**config.mk**
```make
export PLATFORM = sky130hd
export DESIGN_NAME = program_loader
export DESIGN_NICKNAME = d
export VERILOG_FILES = /design/src/rtl/program_loader.sv
export SDC_FILE = /design/constraint.sdc
export NUM_CORES = 1
export LEC_CHECK = 0
export CORE_ASPECT_RATIO = 1.2
export CORE_UTILIZATION = 30
export DETAILED_ROUTE_END_ITERATION = 8
export SLEW_MARGIN = 40
export SYNTH_ARGS = -nofsm -noshare
export SYNTH_HDL_FRONTEND = slang
export SYNTH_SLANG_ARGS = --single-unit
```
**constraint.sdc**
```tcl
create_clock -name clk -period 3.7 [get_ports clk]
set_input_delay 0.74 -clock clk [delete_from_list [all_inputs] [get_ports clk]]
set_output_delay 0.74 -clock clk [all_outputs]
set_load 0.01 [all_outputs]
```
**src/rtl/program_loader.sv**
```systemverilog
// program_loader: streams a length-prefixed little-endian byte image into instruction memory
module program_loader #(
  parameter int ADDR_W = 8
) (
  input  logic              clk,
  input  logic              processor_rst,
  input  logic              start,
  input  logic              rx_valid,
  input  logic [7:0]        rx_data,
  output logic              rx_ready,
  output logic              im_we,
  output logic [ADDR_W-1:0] im_addr,
  output logic [31:0]       im_wdata,
  output logic              program_rst,
  output logic              busy,
  output logic              done,
  output logic              err
);
  typedef enum logic [2:0] {IDLE, HDR, DATA, FIN, ERR} state_t;
  state_t            state;
  logic [1:0]        byteCnt;
  logic [31:0]       shiftReg;
  logic [ADDR_W:0]   wordCnt;
  logic [ADDR_W:0]   lenReg;
  logic              accept;
  logic              lastByte;
  logic              lenBad;
  logic [31:0]       nextWord;
  assign accept   = rx_valid && rx_ready;
  assign lastByte = accept && byteCnt == 2'd3;
  assign nextWord = {rx_data, shiftReg[31:8]};
  assign lenBad   = nextWord == 32'd0 || {1'b0, nextWord} > (33'd1 << ADDR_W);
  assign rx_ready = state == HDR || state == DATA;
  assign busy     = rx_ready;
  assign err      = state == ERR;
  // Load sequencer: byte assembly, header check, word writes and pipeline-reset control
  always_ff @(posedge clk) begin
    if (processor_rst) begin
      state       <= IDLE;
      program_rst <= 1'b1;
      im_we       <= 1'b0;
      im_addr     <= '0;
      im_wdata    <= '0;
      done        <= 1'b0;
      byteCnt     <= '0;
      shiftReg    <= '0;
      wordCnt     <= '0;
      lenReg      <= '0;
    end else begin
      im_we <= 1'b0;
      done  <= 1'b0;
      if (im_we) im_addr <= im_addr + 1'b1;
      if (accept) begin
        shiftReg <= nextWord;
        byteCnt  <= byteCnt + 1'b1;
      end
      case (state)
        IDLE, ERR: if (start) begin
          state       <= HDR;
          program_rst <= 1'b1;
          byteCnt     <= '0;
          wordCnt     <= '0;
          im_addr     <= '0;
        end
        HDR: if (lastByte) begin
          state  <= lenBad ? ERR : DATA;
          lenReg <= nextWord[ADDR_W:0];
        end
        DATA: if (lastByte) begin
          im_we    <= 1'b1;
          im_wdata <= nextWord;
          wordCnt  <= wordCnt + 1'b1;
          if (wordCnt + 1'b1 == lenReg) begin
            state       <= FIN;
            program_rst <= 1'b0;
            done        <= 1'b1;
          end
        end
        FIN: state <= IDLE;
        default: state <= IDLE;
      endcase
    end
  end
endmodule

```
==> out/metrics.yaml, run 1 <==
synth.area.mux_share_pct: 3.23
place_area_um2: 4370
dieWidth_um: 104
h-tree-depth: 3
cts_buffers: 9
ant_nets: 0
io_pins: 58
vias_per_cell: 4.75
clock-sinks: 90
placedCellCount: 652
whs_ps: 457
gp_congestion: 0.781
nFillCells: 1292
fmax_ghz: 0.386
synth_top_area_share_pct: 48.5
setup_violations: 0
p_total_mw: 1.97
cts_buffer_depth: 2
path_cells: "clkdlybuf4s50_1 -> nor3b_2 -> buf_4 -> and3_1 -> buf_4 -> nand4b_1 -> a21oi_1"
yosys-top-cells-area: "dfxtp_1 48%, nand2_1 12%, a21oi_1 9.7%, nor2_1 3.7%, mux2i_1 3.2%"
power.internal_mw: 1.53
chipHeight_um: 124
avgSynthCellArea_um2: 8.06
yosysUniqueCellTypes: 44
synth_top_family_by_area: "simple AND/OR/NAND/NOR gates"
worst_pin_slew_ps: 657
cts_setup_buffers: 0
yosysSeqAreaShare_pct: 48.5
fin_ws_ps: 1110
drive_gt1_share_pct: 5.33
grt_max_degree: 61
tritoncts: "built"
crit_top_cell: "buf_4"
grt-ovfl-total: 0
cellLeakagePower_nw: 1.61
synth_flop_cell: "dfxtp_1"
worstPathMaxFanout: 36
numPortBuffers: 57
synth_top_area_cell: "dfxtp_1"
rows: 44
crit_family: "buffers and inverters"
final_hold_viol_count: 0
via_count: 3171
post-place-ws_ps: 817
yosysWarnings: 0
synthArstFlopShare_pct: 0
fin_util_pct: 38.6
max_stage_delay_ps: 540
startpoint_type: "input port"
post-synth-top-count-cell: "nand2_1"
setup-tns-final_ps: 0
vdd_drop_max_mv: 0.246
synth_area_um2: 3720
seq_power_share_pct: 50.0
start_util_pct: 30.7
grt_setup_unrepaired: "false"
diodes: 0
instances_no_fill: 668
period_needed_ps: 2590
pwr-share-clk_pct: 45.8
holdCritPathClass: "reg -> reg"
wl_per_cell_um: 13.0
drc: 0
hpwlAfterDp_um: 6020
synthTopCellsByCount: "122 x nand2_1, 90 x dfxtp_1, 72 x a21oi_1"
clk_latency_ps: 330
powerDensity_nw_per_um2: 422
max-cap-violations: 0
yosys.area_share.xor_xnor_pct: 4.85
synth_simple_gate_area_share_pct: 25.6
totalWireLength_um: 8700
synth_nets: 476
synth-edff-count: 0
grt_usage_pct: 14.2
critPathSlowestCell: "clkdlybuf4s50_1"
hold_buffers: 0
antenna_found_initial: 0
required_ps: 3960
grt_pass1_vias: 3069
crit_arrival_ps: 2850
ys_ff_latch: 90
path_clk_slew_ps: 60
drt_iter0_drc: 241
cp_num_buf_inv: 3
p_comb_share_pct: 4.2
fin_nets: 517
switching_share_pct: 22.2
status: "complete, no violations"
synth_compound_area_share_pct: 12.9
end_kind: "flop"
root_buffer: "clkbuf_16"
criticalPathCategory: "in -> reg"
drtPass1Iterations: 4
power_switching_mw: 0.438
fin_skew_ps: 5.72
synth_cells: 461
yosys.area_share.adder_pct: 1.01
syn_to_final_growth_pct: 25.6
cts_resized: 0
core_um2: 12100
relSlewSlack_pct: 56.1
grt_pass1_wl_um: 14600
fin_crit_sh_pct: 70.0
die_area_um2: 12800
slew_viol_final: 0
final_area_um2: 4670
==> cell usage in the layout (no fill, tap or decap), types with 9 or more instances in the layout <==
cell type	Yosys	routed
nand3_1	9	9
dfxtp_1	90	90
a21oi_1	72	72
xnor2_1	10	10
nand2_1	122	121
clkdlybuf4s50_1	0	56
clkbuf_16	0	9
mux2i_1	12	12
o21ai_0	9	9
nor2_1	37	37
==> final cells by class <==
type	instances	area (µm²)	share of cell area, %
Sequential cell	90	1800	38.6
Inverter	1	3.75	0.0804
Clock inverter	6	67.6	1.45
Tap cell	161	201	4.31
Clock buffer	10	229	4.90
Multi-Input combinational cell	339	1770	37.9
Timing Repair Buffer	61	596	12.8
==> power groups by stage <==
stage	sequential (mW)	combinational, mW	clock (mW)
global placement	1.01	0.0818	0
CTS	0.985	0.0830	0.931
detailed placement	1.01	0.0827	0
global route	0.985	0.0914	0.971
floorplan	1.00	0.0555	0
finish	0.985	0.0823	0.902
==> registers in the layout (all words and copies together) (netlist names) <==
name and count:
done 1, state 3, im_wdata 32, program_rst 1, im_addr 8, im_we 1
wordCnt 9, byteCnt 2, lenReg 9, shiftReg 24
==> kinds of logic after synthesis <==
logic type / count (synthesis)
flops: 90
xor+xnor: 19
mux: 12
buf+inv: 32
compound gates: 91
fa+ha+maj: 3
simple gates: 214
==> routing by layer <==
metal | up-vias | GRT usage (%) | share of wire (%)
met5 | - | 0 | 0
met4 | 0 | 5.53 | 1.5
met3 | 10 | 3.56 | 3.5
met2 | 53 | 25.7 | 51
met1 | 1484 | 16.3 | 44
li1 | 1624 | - | -
==> final timing paths <==
| check | to | slack [ps] | from | cells after the start |
|---|---|---|---|---|
| max reg2reg | state[2] | 1360 | wordCnt[0] | 7 |
| max | wordCnt[7] | 1110 | rx_valid | 7 |
| min reg2reg | im_wdata[8] | 460 | im_wdata[8] | 2 |
| min | im_wdata[8] | 460 | im_wdata[8] | 2 |
==> worst reg2reg max path, cell delays in order, from the launching register on <==
cell and delay, ps:
dfxtp_1 430, ha_1 320, nand3_1 180, or3_1 410, a211oi_1 240, nand4_1 250
o22ai_1 270, mux2i_1 190
No activity file was read; power rests on OpenSTA's default activity.
==> inputs of run 2 (changes only) <==
clock period = 2.6 ns   (was 3.7 ns; I/O delays follow)
==> run 2 against run 1 <==
Compared with the run above: core utilization up 0.65 points; combinational power up 47%; largest cell class unchanged; cell count up 0.60%; global-route usage about the same; critical path type is now reg -> reg; worst setup slack worse by 860 ps; non-clock buffer count increased by 4; clock-buffer cell count rose by 1; sequential power up 42%.
==> out/metrics.yaml, run 2 (synthesized netlist as in run 1, its figures left out) <==
drive_gt1_share_pct: 5.68
antenna_found_initial: 0
rows: 44
multi_input_area_um2: 1770
largest-register: "im_wdata"
h-tree-depth: 3
gp_congestion: 0.881
fin_util_pct: 39.2
fin_nets: 521
startpoint_type: "flop"
path_clk_slew_ps: 60
tritoncts: "built"
layout_commonest_cell: "nand2_1"
via_count: 3209
placedCellCount: 656
grt-ovfl-total: 0
core_um2: 12100
fmax_ghz: 0.424
start_util_pct: 30.7
reg.largest.list: "im_wdata: 32 flops, shiftReg: 24 flops"
post-place-ws_ps: 273
hold_buffers: 0
numPortBuffers: 57
cts_resized: 0
relSlewSlack_pct: 68.7
grt_setup_unrepaired: "false"
vias_per_cell: 4.78
cts_setup_buffers: 0
hpwlAfterDp_um: 6140
drtPass1Iterations: 4
grt_pass1_wl_um: 14500
chipHeight_um: 124
layout_common_cells: "122 x nand2_1, 90 x dfxtp_1, 72 x a21oi_1"
fin_ws_ps: 244
setup-tns-final_ps: 0
largest_register_ff_count: 32
holdCritPathClass: "reg -> reg"
ant_nets: 0
dieWidth_um: 104
powerDensity_nw_per_um2: 629
fin_crit_sh_pct: 90.6
cts_buffer_depth: 2
root_buffer: "clkbuf_16"
final_hold_viol_count: 0
cts_buffers: 9
worstPathMaxFanout: 7
clock-sinks: 90
clk_latency_ps: 340
fin_skew_ps: 4.63
diodes: 0
max-cap-violations: 0
grt_max_degree: 42
cellLeakagePower_nw: 1.65
crit_arrival_ps: 2620
grt_usage_pct: 14.2
grt_pass1_vias: 3029
wl_per_cell_um: 13.2
required_ps: 2860
vdd_drop_max_mv: 0.254
io_pins: 58
drt_iter0_drc: 144
status: "complete, no violations"
totalWireLength_um: 8870
worst_pin_slew_ps: 467
nFillCells: 1284
criticalPathCategory: "reg -> reg"
setup_violations: 0
end_kind: "flop"
instances_no_fill: 672
drc: 0
slew_viol_final: 0
die_area_um2: 12800
syn_to_final_growth_pct: 27.8
period_needed_ps: 2360
seq_area_um2: 1800
whs_ps: 455
==> run 2: critical path: stages (launching register included) <==
cell and delay (ps):
dfxtp_1 460, ha_1 350, nand3_1 160, or3_1 400, a211oi_1 260, nand4_1 210
o22ai_1 240, mux2i_1 200
==> run 2: area by class of cell <==
cell class	count	area share, %
clock inverter	5	2.16
multi-input combinational	339	37.2
inverter	1	0.0790
tap	161	4.24
timing repair buffer	65	13.4
clock buffer	11	4.90
sequential	90	37.9
==> run 2: final timing paths <==
| check | from | end | slack [ps] | cells past startpoint |
|---|---|---|---|---|
| max | wordCnt[0] | state[2] | 240 | 7 |
| min reg2reg | im_wdata[4] | im_wdata[4] | 450 | 2 |
| max reg2reg | wordCnt[0] | state[2] | 240 | 7 |
| min | im_wdata[4] | im_wdata[4] | 450 | 2 |
==> run 2: power breakdown <==
group	switching (mW)	total [mW]	internal, mW	leakage (nW)
clock	0.528	1.47	0.938	0.160
combinational	0.0741	0.121	0.0467	0.769
sequential	0.0138	1.40	1.39	0.726
==> run 2: stage by stage <==
stage	power [mW]	area, µm²
2_1_floorplan	1.51	3720
3_3_place_gp	1.55	4410
3_5_place_dp	1.55	4410
4_1_cts	3.01	4750
5_1_grt	3.09	4750
6_report	2.99	4750
==> run 2: per-layer routing <==
metal | up-vias | share of wire, % | wire [µm] | GRT usage, %
li1 | 1640 | - | - | -
met1 | 1505 | 45 | 3950 | 16.2
met2 | 53 | 50 | 4460 | 25.8
met3 | 11 | 3.6 | 319 | 3.56
met4 | 0 | 1.5 | 133 | 5.53
met5 | - | 0 | 0 | 0
